File: config.mk
export PLATFORM = sky130hd
export DESIGN_NAME = player_motion
export DESIGN_NICKNAME = d
export VERILOG_FILES = /design/src/rtl/motion_pkg.sv /design/src/rtl/frame_tick.sv /design/src/rtl/player_motion.sv
export SDC_FILE = /design/constraint.sdc
export NUM_CORES = 1
export LEC_CHECK = 0
export ABC_CLOCK_PERIOD_IN_PS = 15700
export CORE_AREA = 2 2 123 245
export CTS_CLUSTER_SIZE = 8
export DETAILED_ROUTE_END_ITERATION = 16
export DIE_AREA = 0 0 125 247
export GPL_TIMING_DRIVEN = 1
export HOLD_SLACK_MARGIN = 0.03
export PLACE_DENSITY = 0.77
export SLEW_MARGIN = 20
export SYNTH_ARGS = -nofsm -noshare
export SYNTH_HDL_FRONTEND = slang
export SYNTH_HIERARCHICAL = 1
export SYNTH_SLANG_ARGS = --single-unit
export TNS_END_PERCENT = 100
File: constraint.sdc
create_clock -name Clk -period 15.7 [get_ports Clk]
set_input_delay 4.71 -clock Clk [delete_from_list [all_inputs] [get_ports Clk]]
set_output_delay 4.71 -clock Clk [all_outputs]
set_load 0.02 [all_outputs]
File: src/rtl/motion_pkg.sv
// Shared motion types and default physics constants for the player motion engine.
package motion_pkg;

  typedef enum logic [1:0] {
    GROUND = 2'd0,
    RISE   = 2'd1,
    FALL   = 2'd2
  } motion_state_e;

  localparam int DEF_START_X  = 100;
  localparam int DEF_START_Y  = 400;
  localparam int DEF_X_STEP   = 2;
  localparam int DEF_JUMP_V   = 8;
  localparam int DEF_GRAVITY  = 1;
  localparam int DEF_MAX_FALL = 8;

  function automatic logic signed [31:0] clamp_pos(input logic signed [31:0] v,
                                                   input logic signed [31:0] lo,
                                                   input logic signed [31:0] hi);
    logic signed [31:0] r;
    r = v;
    if (r < lo) r = lo;
    if (r > hi) r = hi;
    return r;
  endfunction

endpackage

File: src/rtl/frame_tick.sv
// Brings an asynchronous frame-rate clock into the Clk domain as a registered
// one-cycle tick on each rising edge, three Clk cycles after that edge.
module frame_tick (
  input  logic clk,
  input  logic rst_n,
  input  logic frame_in,
  output logic tick
);

  logic       sync1_q, sync1_d;
  logic       sync2_q, sync2_d;
  logic       prev_q, prev_d;
  logic [1:0] valid_q, valid_d;
  logic       armed_q, armed_d;
  logic       tick_q, tick_d;

  // Edges are only accepted once the synchronized input has been seen low,
  // so a frame clock already high at reset release does not produce a tick.
  always_comb begin
    sync1_d = frame_in;
    sync2_d = sync1_q;
    prev_d  = sync2_q;
    valid_d = {valid_q[0], 1'b1};
    armed_d = armed_q | (valid_q[1] & ~sync2_q);
    tick_d  = sync2_q & ~prev_q & armed_q;
  end

  always_ff @(posedge clk or negedge rst_n) begin
    if (!rst_n) begin
      sync1_q <= 1'b0;
      sync2_q <= 1'b0;
      prev_q  <= 1'b0;
      valid_q <= 2'b00;
      armed_q <= 1'b0;
      tick_q  <= 1'b0;
    end else begin
      sync1_q <= sync1_d;
      sync2_q <= sync2_d;
      prev_q  <= prev_d;
      valid_q <= valid_d;
      armed_q <= armed_d;
      tick_q  <= tick_d;
    end
  end

  assign tick = tick_q;

endmodule

File: src/rtl/player_motion.sv
// Per-player motion engine: once per frame tick, steps X from the arrow keys and
// Y from jump/gravity physics, resolved against the collision window.
module player_motion
  import motion_pkg::*;
#(
  parameter int START_X  = DEF_START_X,
  parameter int START_Y  = DEF_START_Y,
  parameter int X_STEP   = DEF_X_STEP,
  parameter int JUMP_V   = DEF_JUMP_V,
  parameter int GRAVITY  = DEF_GRAVITY,
  parameter int MAX_FALL = DEF_MAX_FALL
) (
  input  logic               Clk,
  input  logic               Reset_n,
  input  logic               frame_clk,
  input  logic               freeze,
  input  logic               key_left,
  input  logic               key_right,
  input  logic               key_jump,
  input  logic signed [31:0] player_X_Min,
  input  logic signed [31:0] player_X_Max,
  input  logic signed [31:0] player_Y_Min,
  input  logic signed [31:0] player_Y_Max,
  output logic signed [31:0] player_X_Pos,
  output logic signed [31:0] player_Y_Pos,
  output logic signed [31:0] player_Y_Vel,
  output logic               grounded
);

  localparam int FALL_START = (GRAVITY < MAX_FALL) ? GRAVITY : MAX_FALL;

  logic               tick;
  logic signed [31:0] x_q, x_d;
  logic signed [31:0] y_q, y_d;
  logic signed [31:0] vy_q, vy_d;
  motion_state_e      state_q, state_d;

  logic signed [31:0] vx;
  logic signed [31:0] vy_step;
  logic signed [31:0] vy_grav;
  logic signed [31:0] y_sum;
  motion_state_e      state_step;

  frame_tick u_frame_tick (
    .clk     (Clk),
    .rst_n   (Reset_n),
    .frame_in(frame_clk),
    .tick    (tick)
  );

  always_comb begin
    x_d        = x_q;
    y_d        = y_q;
    vy_d       = vy_q;
    state_d    = state_q;
    vx         = '0;
    vy_step    = vy_q;
    state_step = state_q;

    if (key_right && !key_left)      vx = X_STEP;
    else if (key_left && !key_right) vx = -X_STEP;

    vy_grav = vy_q + GRAVITY;
    if (vy_grav > MAX_FALL) vy_grav = MAX_FALL;

    case (state_q)
      GROUND: begin
        if (key_jump) begin
          vy_step    = -JUMP_V;
          state_step = RISE;
        end else if (y_q < player_Y_Max) begin
          vy_step    = FALL_START;
          state_step = FALL;
        end
      end
      default: vy_step = vy_grav;
    endcase

    y_sum = y_q + vy_step;

    // Landing takes priority over a head bump when the window is degenerate.
    if (tick && !freeze) begin
      x_d = clamp_pos(x_q + vx, player_X_Min, player_X_Max);
      if (y_sum >= player_Y_Max) begin
        y_d     = player_Y_Max;
        vy_d    = '0;
        state_d = GROUND;
      end else if (y_sum < player_Y_Min) begin
        y_d     = player_Y_Min;
        vy_d    = '0;
        state_d = FALL;
      end else begin
        y_d     = y_sum;
        vy_d    = vy_step;
        state_d = (state_step == RISE && vy_step >= 0) ? FALL : state_step;
      end
    end
  end

  always_ff @(posedge Clk or negedge Reset_n) begin
    if (!Reset_n) begin
      x_q     <= START_X;
      y_q     <= START_Y;
      vy_q    <= '0;
      state_q <= FALL;
    end else begin
      x_q     <= x_d;
      y_q     <= y_d;
      vy_q    <= vy_d;
      state_q <= state_d;
    end
  end

  assign player_X_Pos = x_q;
  assign player_Y_Pos = y_q;
  assign player_Y_Vel = vy_q;
  assign grounded     = (state_q == GROUND);

endmodule

==> results of run 1 <==
## final cells by class
| class | count | area, um2 | share of cell area |
|---|---|---|---|
| Inverter | 190 | 713.2 | 0.04145 |
| Tap cell | 364 | 455.4 | 0.02647 |
| Antenna cell | 2 | 5.005 | 0.0002909 |
| Clock inverter | 5 | 105.1 | 0.006109 |
| Timing Repair Buffer | 246 | 2434 | 0.1414 |
| Sequential cell | 105 | 2636 | 0.1532 |
| Multi-Input combinational cell | 1461 | 10620 | 0.6175 |
| Clock buffer | 11 | 232.7 | 0.01353 |
## worst min path at each step
stage | end | slack, ps | depth (start not counted)
2_1_floorplan | u_frame_tick/prev_d | 330 | 0
3_3_place_gp | u_frame_tick/prev_d | 330 | 0
3_5_place_dp | u_frame_tick/prev_d | 330 | 0
4_1_cts | u_frame_tick/prev_d | 350 | 0
5_1_grt | u_frame_tick/valid_q[1] | 370 | 0
6_report | u_frame_tick/prev_d | 350 | 0
## through the flow
stage / cell area (um2) / std cells / hold slack (ps)
after floorplan: 14330 / 1844 / 331.2
after global placement: 16840 / 2364 / 332.1
after detailed placement: 16840 / 2364 / 334.7
after CTS: 17170 / 2380 / 352.5
after global routing: 17200 / 2382 / 368.1
final: 17210 / 2384 / 351.8
## worst reg2reg max path: stages (launching register included)
cell	delay [ps]
dfrtp_1	570
nand4_1	260
nor2_1	650
and4_1	350
xor2_1	440
nand2_1	560
and2_4	450
o311ai_1	570
ha_1	400
and4_1	240
a21oi_1	220
nand3_1	130
o211ai_1	250
a211oi_1	200
a221oi_1	430
o21ai_0	220
xor3_1	430
ha_1	320
and3_1	210
and2_1	190
o2111ai_1	90
o21ai_0	120
a2111oi_0	390
a32o_2	720
buf_4	480
mux2i_1	250
a21oi_1	90
a21o_1	180
## sequential cells by signal, summed over array words and instances (netlist names)
signal                cells
u_frame_tick/sync1_q      1
u_frame_tick/prev_q       1
player_X_Pos             32
state_q                   2
u_frame_tick/armed_q      1
u_frame_tick/tick         1
player_Y_Vel             32
player_Y_Pos             32
u_frame_tick/valid_q      2
u_frame_tick/prev_d       1
## cell usage after synthesis (all sizes together) (5+ instances only)
cell type | n | area [um2]
nand2 | 129 | 484.2
a211o | 17 | 148.9
a31o | 8 | 70.07
o21a | 23 | 172.7
and4 | 16 | 140.1
nand3 | 78 | 412.9
nand2b | 9 | 56.30
a31oi | 32 | 200.2
o311ai | 10 | 87.58
o22ai | 11 | 68.82
dfrtp | 98 | 2452
a211oi | 19 | 172.7
nor3 | 39 | 200.2
nor2b | 16 | 100.1
or2 | 11 | 68.82
a311oi | 8 | 70.07
o31ai | 9 | 67.56
inv | 190 | 713.2
a22o | 9 | 78.83
mux2 | 29 | 326.6
clkbuf | 61 | 231.5
nand4 | 31 | 209.0
nor2 | 89 | 334.1
o21ai | 150 | 750.7
nor4 | 14 | 102.6
xor2 | 17 | 148.9
a221o | 7 | 70.07
o211ai | 24 | 180.2
a2111oi | 8 | 70.07
or3 | 9 | 56.30
o21bai | 8 | 60.06
a21o | 78 | 585.6
a32oi | 6 | 52.55
ha | 220 | 2753
and3 | 22 | 137.6
buf | 27 | 172.7
and2 | 20 | 127.6
a21oi | 149 | 745.7
o31a | 5 | 43.79
o2111ai | 5 | 43.79
mux2i | 31 | 310.3
xnor2 | 41 | 359.1
dfstp | 7 | 183.9
## metal layers
layer | wire length, um | part of all wire | GRT usage
met5 | 0 | 0 | 0
met3 | 3600 | 0.074 | 0.04435
met1 | 20880 | 0.43 | 0.4136
met4 | 2307 | 0.047 | 0.1412
met2 | 22150 | 0.45 | 0.4971
## placed cells by master (no fill, tap or decap), types with 9 or more instances in the layout
master / n
clkdlybuf4s50_1: 230
o211ai_1: 24
xnor2_1: 41
inv_1: 189
o21ai_0: 143
o22ai_1: 11
a21oi_1: 149
a21o_1: 78
nand4_1: 30
nor3_1: 37
o21a_1: 23
nor4_1: 13
and3_1: 22
nand2_1: 129
a31oi_1: 32
nand3_1: 74
xor2_1: 17
a211oi_1: 16
o31ai_1: 9
and2_1: 19
dfrtp_1: 98
buf_4: 14
a211o_1: 17
mux2_2: 29
ha_1: 220
mux2i_1: 30
clkbuf_16: 9
or3_1: 9
nor2b_1: 15
a22o_1: 9
or2_2: 11
nor2_1: 89
and4_1: 16
## logic make-up after synthesis
kind of cell / after synthesis / share of synthesized area
AOI/OAI and AO/OA: 625 / 0.2859
muxes: 60 / 0.04444
other: 1 / 0.0002617
adders and majority gates: 222 / 0.1949
xor gates and xnor gates: 59 / 0.03710
buffers and inverters: 278 / 0.07796
DFF: 105 / 0.1840
and+or+nand+nor: 494 / 0.1755
==> summary.md, run 1 <==
| Metric | Value |
|---|---|
| Delay-heaviest family, CP | `compound AO/OA/AOI/OAI gates` |
| Hold Crit Class | `reg2reg` |
| Maximum achievable frequency | `72.87 MHz` |
| Initial DRC Count | `roughly 1400` |
| Initial antenna violation count | `3` |
| Crit end category | `flop` |
| Global-route wire length before repair | `77320 um` |
| CTS tree | `done` |
| Net Count, Synth | `around 2200` |
| Crit-path max cell delay | `720 ps` |
| Tot GR Track Use | `0.3104` |
| Layout cell share with drive strength beyond 1 | `0.05352` |
| Row cnt | `89` |
| First-pass DRT Iterations | `6` |
| MaxCap Viol Count | `0` |
| # setup viols final | `0` |
| Ys flop type | `dfrtp_1` |
| Final Hold Fails | `0` |
| Netlist cell types | `86` |
| Total gr overflow | `0` |
| Placer Congestion | `roughly 1` |
| Async SR Flop Fraction | `1.000` |
| Later-pin clock latency in the skew report | `380 ps` |
| Max-slew violation count | `0` |
| Hold path start | `u_frame_tick/sync1_q` |
| FF-to-FF path depth | `27` |
| Die area | `0.03088 mm2` |
| CP Depth | `31` |
| TritonCTS buffer count | `9` |
| Critical R2R Launch | `player_Y_Vel[2]` |
| Input/output buffers | `231` |
| DRT antenna net count | `0` |
| Final min period | `roughly 14000 ps` |
| Seq cells post-synth | `~110` |
| WL/cell | `20.53 um` |
| Worst R2R Setup Slack | `6200 ps` |
| Final WS setup | `1978 ps` |
| Initial Utilization | `0.4912` |
| DP Wirelength | `around 38000 um` |
| Mapped Cells | `1844` |
| Post_cts resized | `0` |
| CP dominant cell by count | `o21ai_0` |
| Reg-to-Reg End | `player_Y_Pos[3]` |
| Depth of the CTS H-tree | `3` |
| Data required, critical path | `15980 ps` |
| Drt via density | `~6.3` |
| Final Util | `0.5897` |
| Final period util | `0.8740` |
| I/O pin count | `232` |
| Sequential fraction of the synthesis area | `0.1840` |
| Clock sink count | `about 110` |
| Pre-CTS setup slack | `1528 ps` |
| Die width | `~130 um` |
| Worst path slowest cell | `a32o_2` |
| Max Buffers Root-to-Sink | `2` |
| Syn. warnings | `6` |
| Clock skew | `13.48 ps` |
| Mapped cell area | `roughly 0.014 mm2` |
| Die Y | `247 um` |
| Slew of the pin with the lowest slew margin | `972.8 ps` |
| Clock-pin slew of the registers on the worst-case setup and hold paths | `80 ps` |
| Nets | `2370` |
| Area grow syn2layout | `20.05%` |
| Layout fillers | `2728` |
| Synth Area per Inst | `7.772 um2` |
| Critical path arrival | `14000 ps` |
| Bufs and invs on worst path | `3` |
| CP max FO | `25` |
| WS Path Type | `in2reg` |
| Final wirelength | `approximately 49000 um` |
| Postcts setup bufs | `0` |
| Drt drc | `0` |
| Largest net degree at the start of global routing | `57` |
| Core area | `0.02918 mm2` |
| Vias in the first global route | `14490` |
| CTS Hold Bufs | `0` |
| CTS Root Cell | `clkbuf_16` |
| Via count of the routed design | `approximately 15000` |
| Status | `completed` |
| Nature of the critical path startpoint | `input pin` |
| RSZ-0062 raised after global routing | `no` |
| Origin of the worst setup path | `player_Y_Max[19]` |
| Rel. slew slack | `0.3514` |
| EDFF count, synth | `0` |
| CP Capture Point | `player_Y_Pos[3]` |
| TNS Setup | `0 ps` |
Power of run 1 is left out: the tool's default activity adds up to more than one toggle a clock period on the data nets, which glitch-free logic cannot reach.
==> run 2, diff against run 1 <==
ABC_CLOCK_PERIOD_IN_PS = unset   (was 15700)
PLACE_DENSITY = 0.8   (was 0.77)
clock period = 12.5 ns   (was 15.7 ns; I/O delays follow)
==> summary.md, run 2 (synthesis results as in run 1) <==
| Metric | Value |
|---|---|
| Status | `completed` |
| CP dominant cell by count | `o21ai_0` |
| Final min period | `11850 ps` |
| I/O pin count | `232` |
| Sequential cell area | `about 0.0026 mm2` |
| Max Buffers Root-to-Sink | `2` |
| Later-pin clock latency in the skew report | `380 ps` |
| Vias in the first global route | `14310` |
| Rel. slew slack | `0.3720` |
| Nature of the critical path startpoint | `input pin` |
| Final wirelength | `48510 um` |
| Leading cell type in the layout, fill and taps excluded | `clkdlybuf4s50_1` |
| Hold path start | `u_frame_tick/sync1_q` |
| Critical path arrival | `12140 ps` |
| Leading cell types in the layout, fill and taps excluded | `230 x clkdlybuf4s50_1, 220 x ha_1, 189 x inv_1, 149 x a21oi_1, 143 x o21ai_0` |
| WL/cell | `20.23 um` |
| MaxCap Viol Count | `0` |
| Slew of the pin with the lowest slew margin | `933.4 ps` |
| Initial DRC Count | `1431` |
| DRT antenna net count | `0` |
| Die Y | `247 um` |
| Core area | `0.02918 mm2` |
| Depth of the CTS H-tree | `3` |
| Input/output buffers | `231` |
| Layout Cells excl Fill | `2398` |
| Initial Utilization | `0.4912` |
| Final period util | `0.9482` |
| Clock sink count | `about 110` |
| Max-slew violation count | `0` |
| Worst path slowest cell | `nor2_2` |
| Nets | `2386` |
| Via count of the routed design | `15050` |
| Diode count | `0` |
| TNS Setup | `0 ps` |
| Placer Congestion | `slightly below 1` |
| Row cnt | `roughly 90` |
| WS Path Type | `in2reg` |
| Clock skew | `7.849 ps` |
| Clock-pin slew of the registers on the worst-case setup and hold paths | `70 ps` |
| Die width | `125 um` |
| Critical R2R Launch | `player_Y_Vel[0]` |
| Area grow syn2layout | `20.49%` |
| Final Hold Fails | `0` |
| Final WS setup | `647.9 ps` |
| CTS tree | `done` |
| CP max FO | `9` |
| RSZ-0062 raised after global routing | `no` |
| Total gr overflow | `0` |
| Tot GR Track Use | `0.3095` |
| Multi-input gate area | `~0.011 mm2` |
| First-pass DRT Iterations | `6` |
| Largest net degree at the start of global routing | `63` |
| Layout fillers | `2672` |
| # setup viols final | `0` |
| DP Wirelength | `around 38000 um` |
| TritonCTS buffer count | `9` |
| Die area | `around 0.031 mm2` |
| CTS Hold Bufs | `0` |
| Crit-path max cell delay | `510 ps` |
| Drt drc | `0` |
| Crit end category | `flop` |
| Layout cell share with drive strength beyond 1 | `0.06096` |
| Drt via density | `6.274` |
| Global-route wire length before repair | `between 70000 and 80000 um` |
| CTS Root Cell | `clkbuf_16` |
| Placed Cells | `2381` |
| Pre-CTS setup slack | `245.4 ps` |
| Maximum achievable frequency | `84.37 MHz` |
| Initial antenna violation count | `2` |
| Data required, critical path | `12790 ps` |
| Hold Crit Class | `reg2reg` |
| Origin of the worst setup path | `player_Y_Max[16]` |
run 2: layout make-up:
type	instances	area share
Sequential cell	105	0.1527
Clock buffer	13	0.01449
Tap cell	364	0.02637
Timing Repair Buffer	262	0.1475
Clock inverter	3	0.002319
Multi-Input combinational cell	1461	0.6154
Inverter	190	0.04130
run 2: layer usage:
metal  up-vias  track usage  part of all wire
met5         -            0           0.00054
met4         4       0.1124             0.037
met3       114      0.04673             0.073
met2       715       0.4984              0.46
met1      7021       0.4205              0.43
li1       7192            -                 -
run 2: path summary, 6_finish.rpt:
kind | to | slack (ps) | depth (start not counted)
max in group asynchronous | player_X_Pos[22] | 7790 | 2
worst max-delay path | player_Y_Vel[29] | 650 | 30
min in group asynchronous | player_Y_Vel[3] | 3400 | 1
worst min-delay path | u_frame_tick/prev_d | 350 | 0
worst max register to register | player_Y_Vel[29] | 3310 | 27
worst min register to register | u_frame_tick/prev_d | 350 | 0
run 2: worst max-delay path: cells and delay by family:
family,cells,cell delay (ps)
adder cells (fa/ha/maj),3,1000
XOR/XNOR,1,430
AO/OA/AOI/OAI,14,3940
AND/OR/NAND/NOR,10,2410
buffers and inverters,2,600
run 2: stage by stage:
stage / hold slack (ps) / util / instance area (um2)
final: 352.3 / 0.5919 / 17270
after global routing: 361.6 / 0.5919 / 17270
after CTS: 353.9 / 0.5914 / 17250
after detailed placement: 336.5 / 0.5814 / 16960
after global placement: 331.9 / 0.5814 / 16960
after floorplan: 331.2 / - / 14330
run 2: repair_timing:
action                                  in CTS  in global routing
gates resized for setup                      0                  1
endpoints found under the setup margin       0                  4
buffers inserted                             0                  0
Power of run 2 is left out for the same reason.
==> run 3, diff against run 2 <==
DONT_BUFFER_PORTS = 1   (was unset)
PLACE_DENSITY = 0.71   (was 0.8)
SETUP_SLACK_MARGIN = 0.5   (was unset)
==> summary.md, run 3 (synthesis results as in run 1) <==
| Metric | Value |
|---|---|
| Die width | `around 130 um` |
| Reg-to-Reg End | `player_Y_Pos[14]` |
| Row cnt | `89` |
| Area grow syn2layout | `4.269%` |
| I/O pin count | `232` |
| Global-route wire length before repair | `between 70000 and 80000 um` |
| Later-pin clock latency in the skew report | `380 ps` |
| CTS Root Cell | `clkbuf_16` |
| Origin of the worst setup path | `player_Y_Max[22]` |
| Layout fillers | `2863` |
| Slew of the pin with the lowest slew margin | `840.0 ps` |
| Global routing usage on met1 | `0.4003` |
| Pre-CTS setup slack | `approximately 310 ps` |
| Hold path start | `u_frame_tick/valid_q[0]` |
| Rel. slew slack | `0.4388` |
| Placer Congestion | `0.9702` |
| First-pass DRT Iterations | `9` |
| MaxCap Viol Count | `0` |
| Tot GR Track Use | `0.2978` |
| Crit end category | `flop` |
| Vias in the first global route | `about 13000` |
| Worst hold path depth | `0` |
| Die Y | `around 250 um` |
| Data required, critical path | `12770 ps` |
| Max Buffers Root-to-Sink | `2` |
| Status | `completed` |
| Initial antenna violation count | `0` |
| Leading cell types in the layout, fill and taps excluded | `220 x ha_1, 189 x inv_1, 149 x a21oi_1, 142 x o21ai_0, 129 x nand2_1` |
| Hold Crit Class | `reg2reg` |
| Die area | `~0.031 mm2` |
| # setup viols final | `0` |
| Drt via density | `6.585` |
| Via count of the routed design | `~14000` |
| Initial DRC Count | `between 1000 and 1500` |
| Final Hold Fails | `0` |
| Drt drc | `0` |
| FF-to-FF path depth | `27` |
| Crit-path max cell delay | `510 ps` |
| GRT Max-Usage Layer | `met2` |
| Hold Path Sink | `u_frame_tick/valid_q[1]` |
| Maximum achievable frequency | `just under 90 MHz` |
| Clock-pin slew of the registers on the worst-case setup and hold paths | `70 ps` |
| Clock sink count | `between 100 and 150` |
| Nature of the critical path startpoint | `input pin` |
| Final period util | `0.9233` |
| Largest net degree at the start of global routing | `106` |
| Total gr overflow | `0` |
| WS Path Type | `in2reg` |
| CTS Hold Bufs | `0` |
| Critical path arrival | `11810 ps` |
| TNS Setup | `0 ps` |
| Input/output buffers | `0` |
| Core area | `about 0.029 mm2` |
| TritonCTS buffer count | `9` |
| Worst path slowest cell | `a21boi_0` |
| DRT antenna net count | `0` |
| Clock skew | `10.38 ps` |
| Sequential cell area | `0.002636 mm2` |
| RSZ-0062 raised after global routing | `yes` |
| Met2 usage | `0.4709` |
| Final min period | `11540 ps` |
| DP Wirelength | `~37000 um` |
| Initial Utilization | `0.4912` |
| Depth of the CTS H-tree | `3` |
| Nets | `2145` |
| WL/cell | `about 22 um` |
| Layout cell share with drive strength beyond 1 | `0.06470` |
| Leading cell type in the layout, fill and taps excluded | `ha_1` |
| Diode count | `0` |
| Postcts setup bufs | `0` |
| Global routing usage on met3 | `0.06231` |
| Worst R2R Setup Slack | `about 3400 ps` |
| Multi-input gate area | `roughly 0.011 mm2` |
| Max-slew violation count | `0` |
| Critical R2R Launch | `player_Y_Vel[15]` |
| CP max FO | `18` |
| CTS tree | `done` |
| Final WS setup | `approximately 960 ps` |
| Final wirelength | `47070 um` |
## run 3: critical path, delay by kind of cell
kind	cells	cell delay, ps
simple gates	8	1750
xor+xnor	1	420
fa+ha+maj	3	1020
compound gates	15	4180
buf+inv	2	420
mux	1	240
## run 3: cell type report
cell class / instances / share of cell area
multi-input cells: 1462 / 0.7136
clock inverters: 5 / 0.005359
flip-flops and latches: 105 / 0.1764
clock buffers: 11 / 0.01557
well taps: 364 / 0.03048
inverters: 190 / 0.04773
repair buffers: 20 / 0.01089
## run 3: routing by layer
layer  up-vias  wire length, um
met2       725            21110
met4         0             1626
met5         -                0
met3        84             4426
met1      6697            19910
li1       6697                -
## run 3: timing repair
item,in CTS,in global routing
endpoints found under the setup margin,0,62
endpoints found under the hold margin,0,0
resized for setup,0,6
## run 3: worst max path at each step
stage,to,depth (start not counted)
2_1_floorplan,player_X_Pos[24],31
6_report,player_Y_Pos[14],30
3_5_place_dp,player_Y_Pos[14],31
3_3_place_gp,player_Y_Vel[16],30
4_1_cts,player_Y_Pos[14],31
5_1_grt,player_Y_Vel[18],30
## run 3: through the flow
stage	hold slack (ps)	area (um2)	util	cells
detailed placement	335.8	14590	0.5001	2140
global route	356.1	14940	0.5122	2157
floorplan	331.2	14330	-	1844
CTS	353.2	14900	0.5109	2156
global placement	331.7	14590	0.5001	2140
finish	349.6	14940	0.5122	2157
Power of run 3 is left out for the same reason.
